File: config.mk
export PLATFORM = sky130hd
export DESIGN_NAME = uart_tx_flat
export DESIGN_NICKNAME = d
export VERILOG_FILES = /design/src/rtl/uart_tx_if.sv /design/src/rtl/uart_tx.sv /design/src/flat_wrapper.sv
export SDC_FILE = /design/constraint.sdc
export NUM_CORES = 1
export LEC_CHECK = 0
export BUFFER_PORTS_ARGS = -buffer_cell sky130_fd_sc_hd__buf_2
export CORE_UTILIZATION = 45
export DETAILED_ROUTE_END_ITERATION = 6
export PLACE_DENSITY = 0.68
export SYNTH_ARGS = -nofsm -noshare
export SYNTH_HDL_FRONTEND = slang
export SYNTH_SLANG_ARGS = --single-unit
File: constraint.sdc
create_clock -name clock -period 3.4 [get_ports clock]
set_input_delay 0.34 -clock clock [delete_from_list [all_inputs] [get_ports clock]]
set_output_delay 0.34 -clock clock [all_outputs]
set_load 0.01 [all_outputs]
File: src/rtl/uart_tx_if.sv
// Producer-side push handshake for uart_tx: a word plus its valid strobe,
// with back-pressure from the transmit FIFO.
`timescale 1ns/1ps
interface uart_tx_if #(
    parameter int unsigned width = 8
) ();
    logic [width-1:0] data;
    logic             valid;
    logic             can_accept_next_word;

    modport master (
        output data,
        output valid,
        input  can_accept_next_word
    );

    modport slave (
        input  data,
        input  valid,
        output can_accept_next_word
    );
endinterface

File: src/rtl/uart_tx.sv
// UART transmitter: small power-of-two FIFO feeding an 8N1-style framer
// (start, width data bits LSB first, one stop bit) with a registered line.
`timescale 1ns/1ps
module uart_tx #(
    parameter int unsigned width      = 8,
    parameter int unsigned baud_rate  = 9600,
    parameter int unsigned clock_freq = 460800,
    parameter int unsigned depth      = 4
) (
    input  logic       clock,
    input  logic       resetn,
    uart_tx_if.slave   bus,
    output logic       signal,
    output logic       busy
);
    localparam int unsigned TICKS = clock_freq / baud_rate;
    localparam int unsigned TW    = (TICKS > 1) ? $clog2(TICKS) : 1;
    localparam int unsigned BW    = (width > 1) ? $clog2(width) : 1;
    localparam int unsigned AW    = $clog2(depth);
    localparam int unsigned CW    = AW + 1;

    localparam logic [TW-1:0] LAST_TICK = TW'(TICKS - 1);
    localparam logic [BW-1:0] LAST_BIT  = BW'(width - 1);
    localparam logic [CW-1:0] FULL_CNT  = CW'(depth);

    typedef enum logic [1:0] {IDLE, START, DATA, STOP} state_t;

    state_t            state_q, state_d;
    logic [TW-1:0]     tick_q, tick_d;
    logic [BW-1:0]     bit_q, bit_d;
    logic [width-1:0]  shift_q, shift_d;
    logic              line_q, line_d;

    logic [width-1:0]  mem_q [depth];
    logic [AW-1:0]     wr_ptr_q, wr_ptr_d;
    logic [AW-1:0]     rd_ptr_q, rd_ptr_d;
    logic [CW-1:0]     count_q, count_d;

    logic              push, pop;
    logic              fifo_empty, fifo_full;
    logic [width-1:0]  head;
    logic [width-1:0]  shifted;

    // Full/empty come from the registered count only, so a pop on the same
    // edge never frees a slot for a simultaneous push.
    assign fifo_full  = (count_q == FULL_CNT);
    assign fifo_empty = (count_q == '0);
    assign push       = bus.valid && !fifo_full;
    assign head       = mem_q[rd_ptr_q];
    assign shifted    = shift_q >> 1;

    assign bus.can_accept_next_word = !fifo_full;
    assign signal = line_q;
    assign busy   = (state_q != IDLE) || !fifo_empty;

    always_comb begin
        state_d = state_q;
        tick_d  = tick_q;
        bit_d   = bit_q;
        shift_d = shift_q;
        line_d  = line_q;
        pop     = 1'b0;
        case (state_q)
            IDLE: begin
                line_d = 1'b1;
                if (!fifo_empty) begin
                    pop     = 1'b1;
                    shift_d = head;
                    tick_d  = '0;
                    bit_d   = '0;
                    line_d  = 1'b0;
                    state_d = START;
                end
            end
            START: begin
                if (tick_q == LAST_TICK) begin
                    tick_d  = '0;
                    line_d  = shift_q[0];
                    state_d = DATA;
                end else begin
                    tick_d = tick_q + TW'(1);
                end
            end
            DATA: begin
                if (tick_q == LAST_TICK) begin
                    tick_d = '0;
                    if (bit_q == LAST_BIT) begin
                        line_d  = 1'b1;
                        state_d = STOP;
                    end else begin
                        bit_d   = bit_q + BW'(1);
                        shift_d = shifted;
                        line_d  = shifted[0];
                    end
                end else begin
                    tick_d = tick_q + TW'(1);
                end
            end
            STOP: begin
                if (tick_q == LAST_TICK) begin
                    tick_d = '0;
                    if (!fifo_empty) begin
                        pop     = 1'b1;
                        shift_d = head;
                        bit_d   = '0;
                        line_d  = 1'b0;
                        state_d = START;
                    end else begin
                        line_d  = 1'b1;
                        state_d = IDLE;
                    end
                end else begin
                    tick_d = tick_q + TW'(1);
                end
            end
            default: begin
                line_d  = 1'b1;
                state_d = IDLE;
            end
        endcase
    end

    always_comb begin
        wr_ptr_d = push ? wr_ptr_q + AW'(1) : wr_ptr_q;
        rd_ptr_d = pop  ? rd_ptr_q + AW'(1) : rd_ptr_q;
        count_d  = count_q + CW'(push) - CW'(pop);
    end

    always_ff @(posedge clock or negedge resetn) begin
        if (!resetn) begin
            state_q  <= IDLE;
            tick_q   <= '0;
            bit_q    <= '0;
            shift_q  <= '0;
            line_q   <= 1'b1;
            wr_ptr_q <= '0;
            rd_ptr_q <= '0;
            count_q  <= '0;
        end else begin
            state_q  <= state_d;
            tick_q   <= tick_d;
            bit_q    <= bit_d;
            shift_q  <= shift_d;
            line_q   <= line_d;
            wr_ptr_q <= wr_ptr_d;
            rd_ptr_q <= rd_ptr_d;
            count_q  <= count_d;
        end
    end

    // Storage needs no reset: entries are only read behind a non-zero count.
    always_ff @(posedge clock) begin
        if (push) begin
            mem_q[wr_ptr_q] <= bus.data;
        end
    end
endmodule

File: src/flat_wrapper.sv
// flat-port wrapper written by rule: the top's interface ports become plain ports
module uart_tx_flat 
#(
    parameter int unsigned width      = 8,
    parameter int unsigned baud_rate  = 9600,
    parameter int unsigned clock_freq = 460800,
    parameter int unsigned depth      = 4
)
  (clock, resetn, signal, busy, bus_data, bus_valid, bus_can_accept_next_word);
  uart_tx_if #(.width(width)) bus_i ();
  input  logic clock;
  input  logic resetn;
  output logic signal;
  output logic busy;
  input wire logic [$bits(bus_i.data)-1:0] bus_data;
  input wire logic [$bits(bus_i.valid)-1:0] bus_valid;
  output wire logic [$bits(bus_i.can_accept_next_word)-1:0] bus_can_accept_next_word;
  assign bus_i.data = bus_data;
  assign bus_i.valid = bus_valid;
  assign bus_can_accept_next_word = bus_i.can_accept_next_word;
  uart_tx #(.width(width), .baud_rate(baud_rate), .clock_freq(clock_freq), .depth(depth)) u_core (.clock(clock), .resetn(resetn), .bus(bus_i), .signal(signal), .busy(busy));
endmodule
==> key figures <==
Route
  • Routed Antenna Nets: 0
  • Post-route DRC: 0
  • Vias per cell: 5.20
  • Routed length per instance: 15.3 um
  • Final wirelength: 4.35 mm
  • Via count: 1,481
  • Total iterations of the first detailed-routing run: 4
  • Initial DRC Count: 99

Synth
  • #FFs+latches synth: 59
  • Area leader, netlist: edfxtp_1
  • Post-synth top cells: edfxtp_1 (32), dfrtp_1 (26), ha_1 (15)
  • Top-area cell type share of the netlist area: 34.5%
  • Most frequent cell after synthesis: edfxtp_1
  • Synth Instances: 186
  • Average size of a mapped cell: 15.0 um^2
  • Dominant synthesized flop cell: edfxtp_1
  • Post-synth EDFFs: 32
  • Fraction of registers with async set/reset: 45.8%
  • Yosys cell types: 39
  • Top cells by area, synth: edfxtp_1 (34%), dfrtp_1 (23%), ha_1 (6.7%)
  • Post-Syn Area: 2790 um^2
  • Syn Nets: 213
  • Seq/Total Area, Yosys: 58.8%
  • Ys Warns: 0

Pwr
  • Total power draw: 3000 uW
  • Comb power frac: 37.8%
  • Internal power: 2030 uW
  • Leakage power: 0.00130 uW
  • Pwr/cell area: 961 nW/um^2
  • Sw Ratio: 32.3%
  • Peak supply drop: 0.000433 V
  • Flop pwr share: 39.3%
  • Sw Pwr: 970 uW
  • Clock Power Share: 22.9%

Floorplanning
  • Top Ports: 14
  • Die X: 80.7 um
  • Die area: 6510 um^2
  • Starting Density: 46.8%
  • Core box area: 5960 um^2
  • # rows: 28
  • Die Ht: 80.7 um

Clocking
  • Clock buffer depth: 2
  • Htree depth: 3
  • Post-CTS resize count: 0
  • Worst-Skew Late Latency: 0.33 ns
  • Hold-fix buffers at CTS: 0
  • Num CTS Buffers: 9
  • CTS tree: done
  • Postcts setup bufs: 0
  • Worst-path clk slew: 0.07 ns
  • Root Buffer: clkbuf_8
  • Clock Sink Count: 59

Min path
  • Min-Delay Path Class: input port to async pin

Timing
  • Tmin final: 2.66 ns
  • Final hold vios: 0
  • Final setup TNS: 0 ns
  • Final setup margin: 0.745 ns
  • Relative slew slack: 49.1%
  • Endpoints failing setup: 0
  • Clk_skew: 0.00842 ns
  • Worst Tran Pin Value: 0.763 ns
  • Worst hold slack: 0.0178 ns
  • RSZ-0062 raised after global routing: no
  • Fmax: 0.377 GHz
  • Final Slew Violations: 0
  • Period utilisation layout: 78.1%

GRT
  • Overflow after GRT: 0
  • Initial antenna violation count: 0
  • Largest net degree at the start of global routing: 28
  • First-pass GRT wire length: 7.33 mm
  • Number of global-route vias before repair: 1,485
  • Overall Global Routing Usage: 15.6%

Cells and area
  • Fraction of layout cells with a size suffix above 1: 28.6%
  • Final #Nets: 232
  • Filler cells: 496
  • Post-route cell area: 3130 um^2
  • Synth-to-layout area growth: 12.1%
  • Antenna Cells: 0

Critical path
  • Critical Path RT: 3.61 ns
  • CP Capture Type: flip-flop
  • Data arrival, critical path: 2.87 ns
  • Setup CP Type: flip-flop to flip-flop
  • Reg2reg path depth: 10
  • Critical Path Start Type: flip-flop
  • CP Max Fanout: 8

Place
  • Port Buffers: 13
  • GPL Wtd Cong: 0.754
  • Dpl hpwl: 3.00 mm
  • Pre-CTS setup slack: 0.767 ns
  • Area of placed instances: 2910 um^2

Outcome
  • Status: finished, final reports clean

Job
  • MaxCap Viol Count: 0
final cells by class:
type	count	area (um^2)	area share, %
clock buffer	9	124	3.96
tap	75	93.8	3.00
inverter	13	48.8	1.56
sequential	59	1640	52.4
clock inverter	7	92.6	2.96
multi-input combinational	108	1060	33.8
timing repair buffer	14	72.6	2.32
metrics by stage:
stage          utilization [%]  instances
6_report                  52.5        285
5_1_grt                   52.5        285
4_1_cts                   52.5        285
3_3_place_gp              48.8        269
2_1_floorplan                -        186
3_5_place_dp              48.8        269
path summary, 6_finish.rpt:
| check | start | to | slack (ns) |
|---|---|---|---|
| setup / recovery | u_core.tick_q[0]$_DFFE_PN0N_ | u_core.count_q[2]$_DFF_PN0_ | 0.74 |
| hold / removal | resetn | u_core.shift_q[2]$_DFFE_PN0P_ | 0.02 |
| setup reg to reg | u_core.tick_q[0]$_DFFE_PN0N_ | u_core.count_q[2]$_DFF_PN0_ | 0.74 |
| hold reg to reg | u_core.tick_q[4]$_DFFE_PN0N_ | u_core.tick_q[4]$_DFFE_PN0N_ | 0.50 |
| max in group asynchronous | resetn | u_core.rd_ptr_q[0]$_DFFE_PN0P_ | 2.97 |
| min in group clock | bus_data[3] | u_core.mem_q[0][3]$_DFFE_PP_ | 0.23 |
registers in the layout (all words and copies together), names as in the netlist:
register and count:
u_core.shift_q 8, u_core.bit_q 3, u_core.wr_ptr_q 2, u_core.mem_q 32, u_core.tick_q 6, u_core.count_q 3, u_core.signal 1, u_core.state_q 2
u_core.rd_ptr_q 2
cells by family (layout without fill, tap and decap cells):
kind of cell / count (synthesis) / after routing / synth area share (%)
flip-flops: 59 / 59 / 58.8
AND/OR/NAND/NOR: 37 / 37 / 7.54
multiplexers: 28 / 28 / 15.5
AO/OA/AOI/OAI: 22 / 22 / 5.79
buffers and inverters: 19 / 43 / 3.37
adder cells (fa/ha/maj): 16 / 16 / 7.45
XOR/XNOR: 5 / 5 / 1.57
routing by layer:
layer	vias to the layer above	part of all wire [%]	track usage, %
met5	-	0	0
met3	2	2.8	4.43
met4	0	0.62	6.43
met1	735	49	21.8
met2	20	47	22.8
li1	724	-	-
cell usage in the layout, fill, tap and decap left out, types with 2 or more instances in the layout:
| cell | synthesis | layout |
|---|---|---|
| a21o_1 | 3 | 3 |
| a21oi_1 | 4 | 4 |
| a31oi_1 | 2 | 2 |
| and3_1 | 5 | 5 |
| buf_2 | 0 | 13 |
| bufinv_16 | 0 | 2 |
| clkbuf_8 | 0 | 9 |
| clkinvlp_4 | 0 | 2 |
| dfrtp_1 | 26 | 26 |
| edfxtp_1 | 32 | 32 |
| ha_1 | 15 | 15 |
| inv_1 | 13 | 13 |
| mux2_2 | 9 | 9 |
| mux2_4 | 8 | 8 |
| mux2i_1 | 2 | 2 |
| mux4_2 | 8 | 8 |
| nand2_1 | 10 | 10 |
| nand2b_1 | 2 | 2 |
| nand3_1 | 2 | 2 |
| nor2_1 | 3 | 3 |
| nor2b_1 | 2 | 2 |
| nor3_1 | 5 | 5 |
| o21ai_0 | 7 | 7 |
| or3_1 | 2 | 2 |
| xnor2_1 | 3 | 3 |
| xor2_1 | 2 | 2 |
critical path: stages, from the launching register on:
cell and delay (ns):
dfrtp_1 0.41, ha_1 0.22, and3_1 0.29, a31oi_1 0.28, nor3_1 0.12, ha_1 0.31
inv_1 0.05, ha_1 0.21, fa_1 0.40, xnor2_1 0.14, xnor2_1 0.12
power groups by stage:
stage / Sequential, uW / Clock (uW) / Combinational, uW
after detailed placement: 1200 / 0 / 1140
final: 1180 / 688 / 1130
after global routing: 1220 / 733 / 1260
after floorplan: 1110 / 0 / 1010
after CTS: 1180 / 705 / 1150
after global placement: 1190 / 0 / 1110
Power figures use the tool's default switching activity.
